<file path="config.mk">
export PLATFORM = sky130hd
export DESIGN_NAME = rv_hazard_ctrl_flat
export DESIGN_NICKNAME = d
export VERILOG_FILES = /design/src/rtl/rv_hazard_ctrl_pkg.sv /design/src/rtl/rv_hazard_ctrl_if.sv /design/src/rtl/rv_hazard_ctrl.sv /design/src/flat_wrapper.sv
export SDC_FILE = /design/constraint.sdc
export NUM_CORES = 1
export LEC_CHECK = 0
export CORE_AREA = 2 2 39 41
export DETAILED_ROUTE_END_ITERATION = 10
export DIE_AREA = 0 0 41 43
export PLACE_DENSITY = 0.71
export SYNTH_ARGS = -nofsm -noshare
export SYNTH_HDL_FRONTEND = slang
export SYNTH_SLANG_ARGS = --single-unit
</file>
<file path="constraint.sdc">
create_clock -name clk_i -period 1.48 [get_ports clk_i]
set_input_delay 0.148 -clock clk_i [delete_from_list [all_inputs] [get_ports clk_i]]
set_output_delay 0.148 -clock clk_i [all_outputs]
set_load 0.01 [all_outputs]
</file>
<file path="src/rtl/rv_hazard_ctrl_pkg.sv">
// -----------------------------------------------------------------------------
// rv_hazard_ctrl_pkg
// Shared definitions for the uRV pipeline sequencing controller:
//   - HZ_ST_* : state encodings, exported on state_o for debug. MC_WAIT keeps
//               its code in every build so state_o decodes identically whether
//               or not URV_HAZARD_MULDIV_EN is defined.
//   - hz_ctrl_t : the six stall/kill strobes bundled for the output logic.
// -----------------------------------------------------------------------------
package rv_hazard_ctrl_pkg;

    localparam logic [2:0] HZ_ST_RUN       = 3'd0;
    localparam logic [2:0] HZ_ST_LOAD_WAIT = 3'd1;
    localparam logic [2:0] HZ_ST_FLUSH     = 3'd2;
    localparam logic [2:0] HZ_ST_MEM_WAIT  = 3'd3;
    localparam logic [2:0] HZ_ST_MC_WAIT   = 3'd4;

    typedef struct packed {
        logic f_stall;
        logic f_kill;
        logic d_stall;
        logic d_kill;
        logic x_stall;
        logic x_kill;
    } hz_ctrl_t;

endpackage

</file>
<file path="src/rtl/rv_hazard_ctrl_if.sv">
// -----------------------------------------------------------------------------
// rv_hazard_ctrl_if
// Event/strobe bundle between the uRV pipeline stages and rv_hazard_ctrl.
//   Events (pipeline -> controller):
//     x_valid_i, x_load_hazard_i, x_branch_taken_i, dm_load_pending_i,
//     dm_ready_i, and x_mc_start_i / x_mc_done_i when URV_HAZARD_MULDIV_EN
//     is defined.
//   Strobes (controller -> pipeline):
//     f_stall_o, f_kill_o, d_stall_o, d_kill_o, x_stall_o, x_kill_o,
//     state_o[2:0] (debug).
//   Modports: master = pipeline side, slave = controller side.
// -----------------------------------------------------------------------------
interface rv_hazard_ctrl_if;

    logic       x_valid_i;
    logic       x_load_hazard_i;
    logic       x_branch_taken_i;
    logic       dm_load_pending_i;
    logic       dm_ready_i;
`ifdef URV_HAZARD_MULDIV_EN
    logic       x_mc_start_i;
    logic       x_mc_done_i;
`endif
    logic       f_stall_o;
    logic       f_kill_o;
    logic       d_stall_o;
    logic       d_kill_o;
    logic       x_stall_o;
    logic       x_kill_o;
    logic [2:0] state_o;

    modport master (
        output x_valid_i, x_load_hazard_i, x_branch_taken_i,
               dm_load_pending_i, dm_ready_i,
`ifdef URV_HAZARD_MULDIV_EN
        output x_mc_start_i, x_mc_done_i,
`endif
        input  f_stall_o, f_kill_o, d_stall_o, d_kill_o,
               x_stall_o, x_kill_o, state_o
    );

    modport slave (
        input  x_valid_i, x_load_hazard_i, x_branch_taken_i,
               dm_load_pending_i, dm_ready_i,
`ifdef URV_HAZARD_MULDIV_EN
        input  x_mc_start_i, x_mc_done_i,
`endif
        output f_stall_o, f_kill_o, d_stall_o, d_kill_o,
               x_stall_o, x_kill_o, state_o
    );

endinterface

</file>
<file path="src/rtl/rv_hazard_ctrl.sv">
// -----------------------------------------------------------------------------
// rv_hazard_ctrl
// Pipeline sequencing controller for the uRV core. Turns hazard/resolution
// events into Mealy stall and kill strobes for fetch, decode and execute.
// Handles load-use interlock, wrong-path flush after taken branches/jumps,
// data-memory wait and, with URV_HAZARD_MULDIV_EN defined, multicycle ALU ops.
//
// Parameters:
//   FLUSH_CYCLES : decode-kill cycles after a taken branch, including the
//                  resolve cycle (legal 1..7).
// Ports:
//   clk_i : core clock
//   rst_i : asynchronous, active-high reset
//   hz    : rv_hazard_ctrl_if.slave (events in, strobes and state_o out)
// Configuration macro: URV_HAZARD_MULDIV_EN (adds x_mc_start_i/x_mc_done_i
//   and makes MC_WAIT reachable).
// -----------------------------------------------------------------------------
module rv_hazard_ctrl
    import rv_hazard_ctrl_pkg::*;
#(
    parameter int unsigned FLUSH_CYCLES = 2
) (
    input  logic             clk_i,
    input  logic             rst_i,
    rv_hazard_ctrl_if.slave  hz
);

    localparam logic [2:0] L_FLUSH_INIT = 3'(FLUSH_CYCLES - 1);

    logic [2:0] r_state;
    logic [2:0] r_flush_cnt;
    logic [2:0] w_next_state;
    logic [2:0] w_next_cnt;
    hz_ctrl_t   w_ctrl;

    // NOTE: every signal written here gets a default first so no path through
    // the case/if tree leaves it unassigned (which would infer a latch).
    always_comb begin
        w_ctrl       = '0;
        w_next_state = r_state;
        w_next_cnt   = r_flush_cnt;

        case (r_state)
            HZ_ST_RUN: begin
                // Priority: branch > mem-wait > multicycle > load hazard.
                if (hz.x_branch_taken_i && hz.x_valid_i) begin
                    // Kills only: stalling a stage that is being killed would
                    // preserve a wrong-path instruction.
                    w_ctrl.f_kill = 1'b1;
                    w_ctrl.d_kill = 1'b1;
                    if (FLUSH_CYCLES > 1) begin
                        w_next_state = HZ_ST_FLUSH;
                        w_next_cnt   = L_FLUSH_INIT;
                    end
                end else if (hz.x_valid_i && !hz.dm_ready_i) begin
                    // dm_ready_i is held high by data memory when no access
                    // is outstanding, so low with a valid op means a memory op.
                    w_ctrl.f_stall = 1'b1;
                    w_ctrl.d_stall = 1'b1;
                    w_ctrl.x_stall = 1'b1;
                    w_next_state   = HZ_ST_MEM_WAIT;
`ifdef URV_HAZARD_MULDIV_EN
                end else if (hz.x_mc_start_i) begin
                    // Start and done together is a single-cycle op: no stall.
                    if (!hz.x_mc_done_i) begin
                        w_ctrl.f_stall = 1'b1;
                        w_ctrl.d_stall = 1'b1;
                        w_ctrl.x_stall = 1'b1;
                        w_next_state   = HZ_ST_MC_WAIT;
                    end
`endif
                end else if (hz.x_load_hazard_i && hz.x_valid_i) begin
                    w_ctrl.f_stall = 1'b1;
                    w_ctrl.d_stall = 1'b1;
                    w_ctrl.x_kill  = 1'b1;
                    if (hz.dm_load_pending_i) begin
                        w_next_state = HZ_ST_LOAD_WAIT;
                    end
                end
            end

            HZ_ST_LOAD_WAIT: begin
                if (hz.dm_load_pending_i) begin
                    w_ctrl.f_stall = 1'b1;
                    w_ctrl.d_stall = 1'b1;
                    w_ctrl.x_kill  = 1'b1;
                end else begin
                    w_next_state = HZ_ST_RUN;
                end
            end

            HZ_ST_FLUSH: begin
                // Hazard and branch events here come from wrong-path
                // instructions and are deliberately not looked at.
                w_ctrl.d_kill = 1'b1;
                w_next_cnt    = r_flush_cnt - 3'd1;
                if (r_flush_cnt <= 3'd1) begin
                    w_next_state = HZ_ST_RUN;
                end
            end

            HZ_ST_MEM_WAIT: begin
                if (!hz.dm_ready_i) begin
                    w_ctrl.f_stall = 1'b1;
                    w_ctrl.d_stall = 1'b1;
                    w_ctrl.x_stall = 1'b1;
                end else begin
                    w_next_state = HZ_ST_RUN;
                end
            end

`ifdef URV_HAZARD_MULDIV_EN
            HZ_ST_MC_WAIT: begin
                if (!hz.x_mc_done_i) begin
                    w_ctrl.f_stall = 1'b1;
                    w_ctrl.d_stall = 1'b1;
                    w_ctrl.x_stall = 1'b1;
                end else begin
                    w_next_state = HZ_ST_RUN;
                end
            end
`endif

            default: begin
                w_next_state = HZ_ST_RUN;
                w_next_cnt   = '0;
            end
        endcase
    end

    // NOTE: state registers use non-blocking assignments so every flop samples
    // the pre-edge values, independent of statement order.
    always_ff @(posedge clk_i or posedge rst_i) begin
        if (rst_i) begin
            r_state     <= HZ_ST_RUN;
            r_flush_cnt <= '0;
        end else begin
            r_state     <= w_next_state;
            r_flush_cnt <= w_next_cnt;
        end
    end

    // Strobes are Mealy on the inputs, so they are also forced low while reset
    // is held; otherwise a live event could leak a strobe through reset.
    assign hz.f_stall_o = w_ctrl.f_stall & ~rst_i;
    assign hz.f_kill_o  = w_ctrl.f_kill  & ~rst_i;
    assign hz.d_stall_o = w_ctrl.d_stall & ~rst_i;
    assign hz.d_kill_o  = w_ctrl.d_kill  & ~rst_i;
    assign hz.x_stall_o = w_ctrl.x_stall & ~rst_i;
    assign hz.x_kill_o  = w_ctrl.x_kill  & ~rst_i;
    assign hz.state_o   = r_state;

endmodule

</file>
<file path="src/flat_wrapper.sv">
// flat-port wrapper written by rule: the top's interface ports become plain ports
module rv_hazard_ctrl_flat import rv_hazard_ctrl_pkg::*;
#(
    parameter int unsigned FLUSH_CYCLES = 2
)
  (clk_i, rst_i, hz_x_valid_i, hz_x_load_hazard_i, hz_x_branch_taken_i, hz_dm_load_pending_i, hz_dm_ready_i, hz_f_stall_o, hz_f_kill_o, hz_d_stall_o, hz_d_kill_o, hz_x_stall_o, hz_x_kill_o, hz_state_o);
  rv_hazard_ctrl_if hz_i ();
  input  logic clk_i;
  input  logic rst_i;
  input wire logic [$bits(hz_i.x_valid_i)-1:0] hz_x_valid_i;
  input wire logic [$bits(hz_i.x_load_hazard_i)-1:0] hz_x_load_hazard_i;
  input wire logic [$bits(hz_i.x_branch_taken_i)-1:0] hz_x_branch_taken_i;
  input wire logic [$bits(hz_i.dm_load_pending_i)-1:0] hz_dm_load_pending_i;
  input wire logic [$bits(hz_i.dm_ready_i)-1:0] hz_dm_ready_i;
  output wire logic [$bits(hz_i.f_stall_o)-1:0] hz_f_stall_o;
  output wire logic [$bits(hz_i.f_kill_o)-1:0] hz_f_kill_o;
  output wire logic [$bits(hz_i.d_stall_o)-1:0] hz_d_stall_o;
  output wire logic [$bits(hz_i.d_kill_o)-1:0] hz_d_kill_o;
  output wire logic [$bits(hz_i.x_stall_o)-1:0] hz_x_stall_o;
  output wire logic [$bits(hz_i.x_kill_o)-1:0] hz_x_kill_o;
  output wire logic [$bits(hz_i.state_o)-1:0] hz_state_o;
  assign hz_i.x_valid_i = hz_x_valid_i;
  assign hz_i.x_load_hazard_i = hz_x_load_hazard_i;
  assign hz_i.x_branch_taken_i = hz_x_branch_taken_i;
  assign hz_i.dm_load_pending_i = hz_dm_load_pending_i;
  assign hz_i.dm_ready_i = hz_dm_ready_i;
  assign hz_f_stall_o = hz_i.f_stall_o;
  assign hz_f_kill_o = hz_i.f_kill_o;
  assign hz_d_stall_o = hz_i.d_stall_o;
  assign hz_d_kill_o = hz_i.d_kill_o;
  assign hz_x_stall_o = hz_i.x_stall_o;
  assign hz_x_kill_o = hz_i.x_kill_o;
  assign hz_state_o = hz_i.state_o;
  rv_hazard_ctrl #(.FLUSH_CYCLES(FLUSH_CYCLES)) u_core (.clk_i(clk_i), .rst_i(rst_i), .hz(hz_i));
endmodule
</file>
==> results.yml <==
setup_path:
  timing.rr.start: "u_core.hz.state_o[0]"
  rr_worst_depth: 6
  crit_path_start_kind: "flop"
  worstSetupEndpointType: "primary output"
  cp.required_ps: 1330
  critPathKind: "reg -> out"
  cp_data_arrival_time_ps: 1560
  reg2reg_to: "u_core.r_flush_cnt[2]"
  path_max_fanout: 4
  reg2reg_slack_ps: -210
sta:
  setup_tns_ps: -1530
  period_minus_slack_ps: 1700
  finalHoldViolCount: 0
  fin_skew_ps: 8.80
  rsz0062_at_grt: "true"
  holdWs_ps: 371
  slew_viol_final: 0
  min_period_over_period_pct: 115
  fmax_ghz: 0.587
  setup_violations: 11
  setup_ws_ps: -225
grt:
  use_met2_pct: 30.3
  grt.total_usage_pct: 19.1
  grt_use_met1_pct: 21.2
  globalRouteOverflowTotal: 0
  grt_pass1_vias: 548
  grt_max_degree: 7
  grt-busiest-layer: "met2"
  met3_usage_pct: 4.71
  antenna_found_initial: 0
  grt_pass1_wl_um: 2210
logic_synthesis:
  ys_types: 27
  ys_seq_elements: 5
  syn_avg_cell_area_um2: 8.23
  synth_top_area_cell: "dfrtp_1"
  ys.flop_type: "dfrtp_1"
  synth_edf_count: 0
  synth_async_sr_flop_share_pct: 100
  yosysMostFrequentCell: "inv_1"
  seq_area_frac_synth_pct: 26.7
  netlist_top_cells_count: "9 x inv_1, 6 x ha_1, 5 x dfrtp_1, 5 x nand2_1, 4 x a21oi_1"
  syn_inst: 57
  netlist_area_um2: 469
  synth_area_leaders: "dfrtp_1 27%, ha_1 16%, inv_1 7.2%"
  synth_top_area_share_pct: 26.7
  syn-num-nets: 70
  yosysWarnings: 0
route:
  drc: 0
  first_iter_violations: 8
  drtAntennaViolNets: 0
  vias: 521
  viasPerCell: 4.74
  wl_per_cell_um: 11.9
  wl_um: 1310
  first_pass_iters: 2
clocking:
  clkTransAtPathRegs_ps: 50
  clk_path_buf_depth: 2
  cts_tree: "built"
  cts.sinks: 5
  cts_root_buf: "clkbuf_4"
  cts_buffers: 3
  cts_max_level: 1
  clock_latency_ps: 260
pwr:
  p_leak_nw: 0.439
  ir_drop_v: 0.000824
  p_per_area_nw_per_um2: 1870
die:
  start_util_pct: 33.9
  die_height_um: 43
  core_um2: 1380
  rows: 14
  pin_count: 16
  die_x_um: 41
  dieArea_um2: 1760
final_layout:
  fillCellCount: 120
  final_area_um2: 893
  nNetsFinal: 108
  drive_gt1_share_pct: 60.6
  areaGrowthSynthToFinish_pct: 90.4
  utilization_pct: 64.6
  layout.cells.non_filler: 110
  antenna_cells: 0
outcome:
  status: "finished with violations"
  violations: "setup timing"
place:
  hpwl_um: 981
  dp.cells: 100
  dpl-instance-area_um2: 766
  portBuffers: 14
  place_congestion: 0.732
worst_hold_path:
  hold_path.class: "in -> async"
run:
  max_cap_viol_count: 0
[placed cells by master (no fill, tap or decap), types with 2 or more instances in the layout]
cell type / count
buf_4: 22
inv_1: 6
clkdlybuf4s50_1: 6
buf_2: 6
ha_4: 4
inv_2: 3
nand2_1: 3
o21ai_2: 3
clkbuf_4: 3
dfrtp_1: 3
a21oi_1: 2
o31ai_2: 2
a21oi_2: 2
a211oi_2: 2
nor2_1: 2
ha_1: 2
dlymetal6s2s_1: 2
dfrtp_2: 2
[area by class of cell]
class,count,area [µm²],share of cell area (%)
Sequential cell,5,128,14.3
Inverter,10,40.0,4.48
Timing Repair Buffer,36,280,31.4
Clock buffer,4,26.3,2.94
Tap cell,16,20.0,2.24
Multi-Input combinational cell,39,399,44.7
[worst max-delay path by stage]
| stage | depth (start not counted) | to | slack [ps] | startpoint |
|---|---|---|---|---|
| 2_1_floorplan | 7 | u_core.r_flush_cnt[2] | -50 | u_core.hz.state_o[0] |
| 3_3_place_gp | 6 | hz_d_stall_o | -370 | hz_x_valid_i |
| 3_5_place_dp | 6 | hz_d_stall_o | -450 | hz_x_valid_i |
| 4_1_cts | 7 | hz_d_stall_o | -250 | u_core.hz.state_o[0] |
| 5_1_grt | 7 | hz_f_stall_o | -290 | u_core.hz.state_o[0] |
| 6_report | 8 | hz_x_kill_o | -220 | u_core.hz.state_o[0] |
[sequential cells by signal, indices dropped and copies added (netlist names)]
register / cells
u_core.r_flush_cnt: 3
u_core.hz.state_o: 2
[routing by layer]
layer	part of all wire, %	routed length, µm	vias to the layer above
li1	-	-	267
met1	42	555	241
met2	51	663	9
met3	3.1	41	4
met4	3.6	47	0
met5	0	0	-
[critical path, stage by stage (launching register included)]
cell and delay, ps:
dfrtp_2 440, inv_2 90, ha_4 150, nand2_4 50, nor2_4 100, buf_4 120, nand3_2 80, a21oi_2 120
buf_2 140
[through the flow]
stage               worst slack [ps]  total power, W
floorplan                      -54.4        0.000901
global placement                -372         0.00127
detailed placement              -447         0.00128
CTS                             -247         0.00160
global route                    -287         0.00182
finish                          -225         0.00167
[timing repair]
action / CTS / global route
hold buffers: 0 / 0
setup endpoints to repair: 11 / 13
buffers inserted: 6 / 1
gates resized for setup: 34 / 10
pin swaps: 9 / 5
[report_power, final]
group | switching, W | internal [W] | total (W)
Clock | 0.0000658 | 0.000103 | 0.000168
Combinational | 0.000555 | 0.000668 | 0.00122
Sequential | 0.0000680 | 0.000212 | 0.000280
Total | 0.000688 | 0.000983 | 0.00167
[cells by family (layout without fill, tap and decap cells)]
group	count (synthesis)	after routing	synth area share [%]
simple gates	13	13	12.5
fa+ha+maj	6	6	16.0
mux	1	1	2.40
other cells	1	1	0.799
flops	5	5	26.7
compound gates	18	18	28.0
buf+inv	13	50	13.6
Power figures use the tool's default switching activity.
